## src/rtl/gate_pkg.sv

```systemverilog
// Shared encodings for the N-input gate cell and its self-test sequencer.
package gate_pkg;

    localparam logic [2:0] OP_NAND = 3'd0;
    localparam logic [2:0] OP_NOR  = 3'd1;
    localparam logic [2:0] OP_AND  = 3'd2;
    localparam logic [2:0] OP_OR   = 3'd3;
    localparam logic [2:0] OP_XOR  = 3'd4;
    localparam logic [2:0] OP_XNOR = 3'd5;

    typedef enum logic [1:0] {
        ST_IDLE  = 2'd0,
        ST_SWEEP = 2'd1,
        ST_DONE  = 2'd2
    } bist_state_t;

endpackage

```

## src/rtl/gate_nin.sv

```systemverilog
// Combinational N-input reduction gate; fault_inj forces a stuck-at-0 output.
module gate_nin
    import gate_pkg::*;
#(
    parameter int N = 2
) (
    input  logic [2:0]   op,
    input  logic [N-1:0] in,
    input  logic         fault_inj,
    output logic         out
);

    logic raw;

    always_comb begin
        raw = ~&in;
        case (op)
            OP_NOR:  raw = ~|in;
            OP_AND:  raw = &in;
            OP_OR:   raw = |in;
            OP_XOR:  raw = ^in;
            OP_XNOR: raw = ~^in;
            default: raw = ~&in;   // NAND, plus unused codes 6/7
        endcase
        out = raw & ~fault_inj;
    end

endmodule

```

## src/rtl/gate_nin_bist.sv

```systemverilog
// Registered N-input gate with an exhaustive-pattern self-test sweep that
// checks the shared gate core against a population-count reference model.
module gate_nin_bist
    import gate_pkg::*;
#(
    parameter int N = 2
) (
    input  logic         clk,
    input  logic         rst,
    input  logic [2:0]   op,
    input  logic [N-1:0] in,
    input  logic         in_valid,
    input  logic         fault_inj,
    output logic         out,
    output logic         out_valid,
    input  logic         bist_start,
    output logic         bist_busy,
    output logic         bist_done,
    output logic         bist_pass,
    output logic [N:0]   bist_errors
);

    localparam logic [N:0] ERR_MAX = {1'b1, {N{1'b0}}};

    bist_state_t  state, nxt;
    logic [N-1:0] pat;
    logic [2:0]   op_q;
    logic [2:0]   core_op;
    logic [N-1:0] core_in;
    logic         core_out;
    logic         ref_out;
    logic [4:0]   ones;
    logic         mismatch;
    logic [N:0]   err_nxt;

    // One gate instance serves both paths; the sweep owns it while busy.
    always_comb begin
        core_op = op;
        core_in = in;
        if (state == ST_SWEEP) begin
            core_op = op_q;
            core_in = pat;
        end
    end

    gate_nin #(.N(N)) u_core (
        .op        (core_op),
        .in        (core_in),
        .fault_inj (fault_inj),
        .out       (core_out)
    );

    // Reference model works from the count of ones rather than bit reductions.
    always_comb begin
        ones = 5'd0;
        for (int i = 0; i < N; i++)
            ones = ones + 5'(pat[i]);
        case (op_q)
            OP_NOR:  ref_out = (ones == 5'd0);
            OP_AND:  ref_out = (ones == 5'(N));
            OP_OR:   ref_out = (ones != 5'd0);
            OP_XOR:  ref_out = ones[0];
            OP_XNOR: ref_out = ~ones[0];
            default: ref_out = (ones != 5'(N));
        endcase
    end

    always_comb begin
        mismatch = (core_out != ref_out);
        err_nxt  = bist_errors;
        if (mismatch && bist_errors != ERR_MAX)
            err_nxt = bist_errors + 1'b1;
    end

    always_comb begin
        nxt = state;
        case (state)
            ST_IDLE:  if (bist_start) nxt = ST_SWEEP;
            ST_SWEEP: if (&pat)       nxt = ST_DONE;
            ST_DONE:                  nxt = ST_IDLE;
            default:                  nxt = ST_IDLE;
        endcase
    end

    always_ff @(posedge clk) begin
        if (rst) begin
            state       <= ST_IDLE;
            pat         <= '0;
            op_q        <= '0;
            out         <= 1'b0;
            out_valid   <= 1'b0;
            bist_pass   <= 1'b0;
            bist_errors <= '0;
        end else begin
            state <= nxt;
            case (state)
                ST_IDLE: begin
                    if (bist_start) begin
                        op_q        <= op;
                        pat         <= '0;
                        bist_errors <= '0;
                        bist_pass   <= 1'b0;
                        out_valid   <= 1'b0;
                    end else if (in_valid) begin
                        out       <= core_out;
                        out_valid <= 1'b1;
                    end else begin
                        out_valid <= 1'b0;
                    end
                end
                ST_SWEEP: begin
                    out_valid   <= 1'b0;
                    bist_errors <= err_nxt;
                    pat         <= pat + 1'b1;
                    // Resolve pass on the final compare so it lines up with bist_done.
                    if (&pat)
                        bist_pass <= (err_nxt == '0);
                end
                default: begin
                    out_valid <= 1'b0;
                    bist_pass <= (bist_errors == '0);
                end
            endcase
        end
    end

    assign bist_busy = (state == ST_SWEEP);
    assign bist_done = (state == ST_DONE);

endmodule

```

## config.mk

```make
export PLATFORM = sky130hd
export DESIGN_NAME = gate_nin_bist
export DESIGN_NICKNAME = d
export VERILOG_FILES = /design/src/rtl/gate_pkg.sv /design/src/rtl/gate_nin.sv /design/src/rtl/gate_nin_bist.sv
export SDC_FILE = /design/constraint.sdc
export NUM_CORES = 1
export LEC_CHECK = 0
export ABC_AREA = 1
export BUFFER_PORTS_ARGS = -buffer_cell sky130_fd_sc_hd__buf_2
export CAP_MARGIN = 20
export CORE_ASPECT_RATIO = 0.8
export CORE_MARGIN = 2
export CORE_UTILIZATION = 49
export CTS_CLUSTER_SIZE = 14
export DETAILED_ROUTE_END_ITERATION = 16
export GPL_ROUTABILITY_DRIVEN = 0
export PLACE_DENSITY_LB_ADDON = 0.12
export SLEW_MARGIN = 25
export SYNTH_ARGS = -nofsm -noshare
export SYNTH_HDL_FRONTEND = slang
export SYNTH_SLANG_ARGS = --single-unit
```

## constraint.sdc

```tcl
create_clock -name clk -period 2.2 [get_ports clk]
set_input_delay 0.22 -clock clk [delete_from_list [all_inputs] [get_ports clk]]
set_output_delay 0.22 -clock clk [all_outputs]
set_load 0.01 [all_outputs]
```

==> impl_metrics.tcl, run 1 <==
set metrics [dict create \
    status "finished, final reports clean" \
    fp.dieW_microns 54.85 \
    ys_seq_area_frac 0.2568 \
    syn_area_sq_mm 0.001013 \
    core_area_sq_mm 0.001909 \
    io-pin-count 18 \
    die_y_microns 44.68 \
    grt_pass1_wl_microns 3808 \
    grt_pass1_vias 847 \
    synth_top_family_by_area "simple AND/OR/NAND/NOR gates" \
    relSlewSlack 0.6347 \
    avgRoutedWirePerCell_microns 12.47 \
    track_usage 0.2225 \
    clockBufferDepth 2 \
    via_per_inst 5.163 \
    die_area_sq_mm 0.002450 \
    period_needed_ns 2.103 \
    grt_max_degree 10 \
    yosys.area.top_type "dfxtp_1" \
    synth.area.top_cells "dfxtp_1, inv_1, nand2_1" \
    syn_inst 150 \
    synth_xor_area_frac 0 \
    cts_buffers 3 \
    io_buffers 17 \
    use_met3 0.06419 \
    drc_errors 0 \
    power.leakage_nw 0.6622 \
    hold_class "primary input to flip-flop" \
    h-tree-depth 1 \
    p_per_area_mw_per_mm2 613.5 \
    slowest_stage "dfxtp_4" \
    worst_clock_skew_ns 0.002996 \
    clk_pin_slew_ns 0.09 \
    clock-sinks 13 \
    use_met2 0.3071 \
    crit_path_max_incr_delay_ns 0.40 \
    ys_top_cells_by_count "inv_1, nand2_1, dfxtp_1, nand3_1, o21ai_0" \
    synth_top_flop_cell "dfxtp_1" \
    worstPathCellList "inv_8, nand2_8, inv_2, o21ai_2, buf_4, ha_4, a21oi_2, nand2_1, nand3_2, nand2_2, nand2_4, nand3_4, nand2_2, nand2_2, nor2_2, nand2_1, a21oi_2" \
    synth_top_area_frac 0.2568 \
    setup_viol 0 \
    fp-row-count 14 \
    critical_path_class "flip-flop to flip-flop" \
    async_flop_share 0 \
    synth_fa_ha_area_frac 0.07407 \
    max_cap_violations 0 \
    slew_viol_final 0 \
    critPathLaunchType "flip-flop" \
    routed_wl_microns 2532 \
    synthSimpleGateAreaFrac 0.3741 \
    start_util 0.5308 \
    ys_warn_count 0 \
    drive_gt1_frac 0.3687 \
    ys_ff_latch 13 \
    timing.final.crit_share 0.9557 \
    syn_area_per_cell_sq_um 6.756 \
    drt_iter0_drc 32 \
    cts_root_buffer "clkbuf_4" \
    placed_cell_area_sq_mm 0.001132 \
    grt.busiest_layer "met1" \
    clk_latency_ns 0.29 \
    tightest_slew_ns 0.5460 \
    ir_drop_uv 487.3 \
    synth_compound_area_frac 0.1531 \
    place_hpwl_microns 1866 \
    cp-end-kind "flip-flop" \
    synth_edf_count 0 \
    synthMuxAreaShare 0 \
    crit_fanout 5 \
    ant_nets 0 \
    final_nets 196 \
    cp_common_cell "nand2_2" \
    cts_tree "done" \
    cp_data_arrival_time_ns 2.33 \
    hold_viol_final 0 \
    antenna_found_initial 0 \
    fin_area_sq_mm 0.001281 \
    firstDrtPassIters 4 \
    use_met1 0.3258 \
    area_growth_pct 26.42 \
    synth_most_common_cell "inv_1" \
    fmax_ghz 0.4756 \
    required_ns 2.43 \
    synth_nets 166 \
    synthDistinctLibCells 25 \
    total_power_mw 0.7861 \
    vias 1048 \
    antennaDiodeCount 0 \
    grt.overflow.total 0 \
]
metrics by stage:
step                hold slack (ns)  setup TNS, ns  instances  setup WS, ns    util
floorplan                    0.2891              0        150        0.1360       -
global placement             0.4893              0        192      0.008460  0.5931
detailed placement           0.4877       -0.05067        192      -0.05067  0.5931
CTS                          0.1783              0        196       0.02648  0.6081
global route                 0.1823       -0.05099        203      -0.05099  0.6710
finish                       0.1881              0        203       0.09739  0.6710
per-layer routing:
layer,vias to the layer above,wire [microns]
met3,4,95
met2,18,1125
li1,537,-
met5,-,0
met1,489,1270
met4,0,40
cells by family after synthesis:
logic type | Yosys count
buffers and inverters | 35
AND/OR/NAND/NOR | 69
flip-flops | 13
AO/OA/AOI/OAI | 27
adder cells (fa/ha/maj) | 6
placed cells by master (no fill, tap or decap), drive strengths merged:
master,instances
a31oi,1
o211ai,1
o22ai,1
clkbuf,3
inv,34
dfxtp,13
nor2,12
nand2,36
buf,26
nand4,3
ha,6
nand3,16
or2,1
a21oi,11
clkinv,1
nor3,1
o21ai,13
worst paths after layout:
kind	start	end	slack (ns)	cells after the start
max	state[1]	bist_pass	0.1	17
min reg2reg	pat[1]	pat[1]	0.52	2
min	rst	state[0]	0.19	2
max reg2reg	state[1]	bist_pass	0.1	17
layout make-up:
cell class	instances	area, sq um
Multi-Input combinational cell	102	668.1
Fill cell	184	628.1
Sequential cell	13	265.3
Timing Repair Buffer	26	152.6
Inverter	34	137.6
Tap cell	24	30.03
Clock buffer	3	22.52
Clock inverter	1	5.005
worst max-delay path: cells and delay by family, from the launching register on:
kind	cells	cell delay (ns)
simple gates	10	0.83
compound gates	3	0.41
flops	1	0.40
fa+ha+maj	1	0.19
buf+inv	3	0.23
report_power, final:
group / internal [mW] / switching (mW) / total [mW]
clock network: 0.0676 / 0.0900 / 0.158
registers: 0.255 / 0.0215 / 0.277
logic: 0.138 / 0.214 / 0.352
flip-flops by register name, summed over array words and instances (netlist names):
signal,flops
out_valid,1
bist_errors,3
out,1
op_q,3
pat,2
bist_pass,1
state,2
repair_timing:
action	CTS	global route
pin swaps	0	9
resized for setup	3	20
hold buffers	0	0
setup buffers	0	7
endpoints found under the setup margin	1	4
Power figures use the tool's default switching activity.
==> run 2: changes to the inputs <==
CORE_ASPECT_RATIO = default   (was 0.8)
==> run 2 against run 1 <==
Net effect: clock skew is 0.0011 ns higher; non-clock buffer count is 4 lower; sequential power hardly changed; hold slack worse by 0.0019 ns; via count is 4.0% lower; final cell count is 0.49% lower; global-route usage is 2.9 points lower; final area is 4.9% lower; critical path type unchanged; critical endpoint unchanged.
==> impl_metrics.tcl, run 2 (synthesis gave the netlist of run 1 again) <==
set metrics [dict create \
    status "finished, final reports clean" \
    tightest_slew_ns 0.3061 \
    grt_pass1_wl_microns 3746 \
    ff_latch_area_sq_um 265.3 \
    clk_latency_ns 0.29 \
    fin_setup_tns_ns 0 \
    clockBufferDepth 2 \
    hold_class "primary input to flip-flop" \
    top_regs "bist_errors x3, op_q x3" \
    fin_area_sq_mm 0.001219 \
    total_power_mw 0.7381 \
    drt_iter0_drc 26 \
    final_cell_mix "inv_1, nand2_1, buf_2" \
    fmax_ghz 0.4818 \
    cts_tree "done" \
    fp.dieW_microns 49.48 \
    p_per_area_mw_per_mm2 605.7 \
    cp_data_arrival_time_ns 2.31 \
    final_nets 192 \
    vias 1006 \
    io_buffers 17 \
    worst_clock_skew_ns 0.004068 \
    critical_path_class "flip-flop to flip-flop" \
    drive_gt1_frac 0.3029 \
    slew_viol_final 0 \
    fill_cells 204 \
    ir_drop_uv 379.0 \
    firstDrtPassIters 4 \
    grt.overflow.total 0 \
    drc_errors 0 \
    routed_wl_microns 2172 \
    grt_max_degree 10 \
    via_per_inst 4.980 \
    setup_viol 0 \
    period_needed_ns 2.076 \
    max_cap_violations 0 \
    hold_buffers 0 \
    die_y_microns 49.48 \
    timing.final.crit_share 0.9435 \
    crit_fanout 6 \
    avgRoutedWirePerCell_microns 10.75 \
    place_hpwl_microns 1765 \
    multiInputGateArea_sq_um 636.9 \
    relSlewSlack 0.7937 \
    fp-row-count 16 \
    area_growth_pct 20.25 \
    antenna_found_initial 0 \
    hold_viol_final 0 \
    grt_pass1_vias 870 \
    whs_ns 0.1862 \
    clk_pin_slew_ns 0.09 \
    layout.cells.non_filler 202 \
    antennaDiodeCount 0 \
    h-tree-depth 1 \
    io-pin-count 18 \
    start_util 0.5166 \
    track_usage 0.1930 \
    die_area_sq_mm 0.002448 \
    placed_cell_area_sq_mm 0.001151 \
    dp.cells 197 \
    required_ns 2.43 \
    core_area_sq_mm 0.001962 \
    power.leakage_nw 0.6400 \
    cts_buffers 3 \
    cp-end-kind "flip-flop" \
    reg2reg_setup_slack_ns 0.12 \
    ant_nets 0 \
    critPathLaunchType "flip-flop" \
    cts_root_buffer "clkbuf_4" \
    clock-sinks 13 \
    final_common_cell "inv_1" \
]
==> run 2: cell count changes in the layout (fill, tap and decap cells not counted), moves of 2 or more <==
cell	change
buf_4	-4
inv_1	+2
inv_2	-2
nand2_1	+3
nand2_2	-3
nor2_1	+2
==> run 2: per-stage QoR <==
stage          utilization  setup slack, ns
6_report            0.6212           0.1243
5_1_grt             0.6212       -0.0009435
4_1_cts             0.6008          0.05010
3_5_place_dp        0.5867         0.005475
3_3_place_gp        0.5867          0.02535
2_1_floorplan            -           0.1360
==> run 2: path summary, 6_finish.rpt <==
check	from	endpoint	cells after the start
worst min-delay path	rst	state[0]	2
worst max register to register	state[1]	bist_pass	16
worst min register to register	pat[0]	pat[0]	2
worst max-delay path	state[1]	bist_pass	16
==> run 2: area by class of cell <==
cell class,instances,share of cell area
Clock inverter,1,0.004107
Inverter,34,0.1088
Tap cell,27,0.02772
Multi-Input combinational cell,102,0.5226
Timing Repair Buffer,22,0.1006
Sequential cell,13,0.2177
Clock buffer,3,0.01848
==> run 2: layer usage <==
metal | up-vias | part of all wire | routed length (microns) | GRT usage
met5 | - | 0 | 0 | 0
met4 | 0 | 0.017 | 36 | 0.06944
met3 | 5 | 0.030 | 66 | 0.02121
met2 | 15 | 0.53 | 1143 | 0.3514
met1 | 462 | 0.43 | 926 | 0.2326
li1 | 524 | - | - | -
==> run 2: power breakdown <==
group          switching [mW]  internal [mW]
Sequential             0.0186          0.255
Clock                  0.0884         0.0677
Combinational           0.191          0.118
Total                   0.298          0.440
==> run 2: critical path, stage by stage (launching register included) <==
cell and delay (ns):
dfxtp_4 0.37, inv_4 0.07, nand2_8 0.06, o21ai_2 0.17, inv_1 0.06, ha_1 0.29
a21oi_1 0.15, nand2_1 0.07, nand3_2 0.11, nand2_2 0.09, nand2_4 0.09, nand3_2 0.07
nand2_1 0.06, nand2_1 0.06, nor2_1 0.11, nand2_1 0.07, a21oi_2 0.10
==> run 2: timing repair <==
action | in CTS | in global routing
cloned | 0 | 0
buffers inserted | 0 | 1
pin swaps | 0 | 3
setup endpoints to repair | 1 | 4
resized for setup | 1 | 10
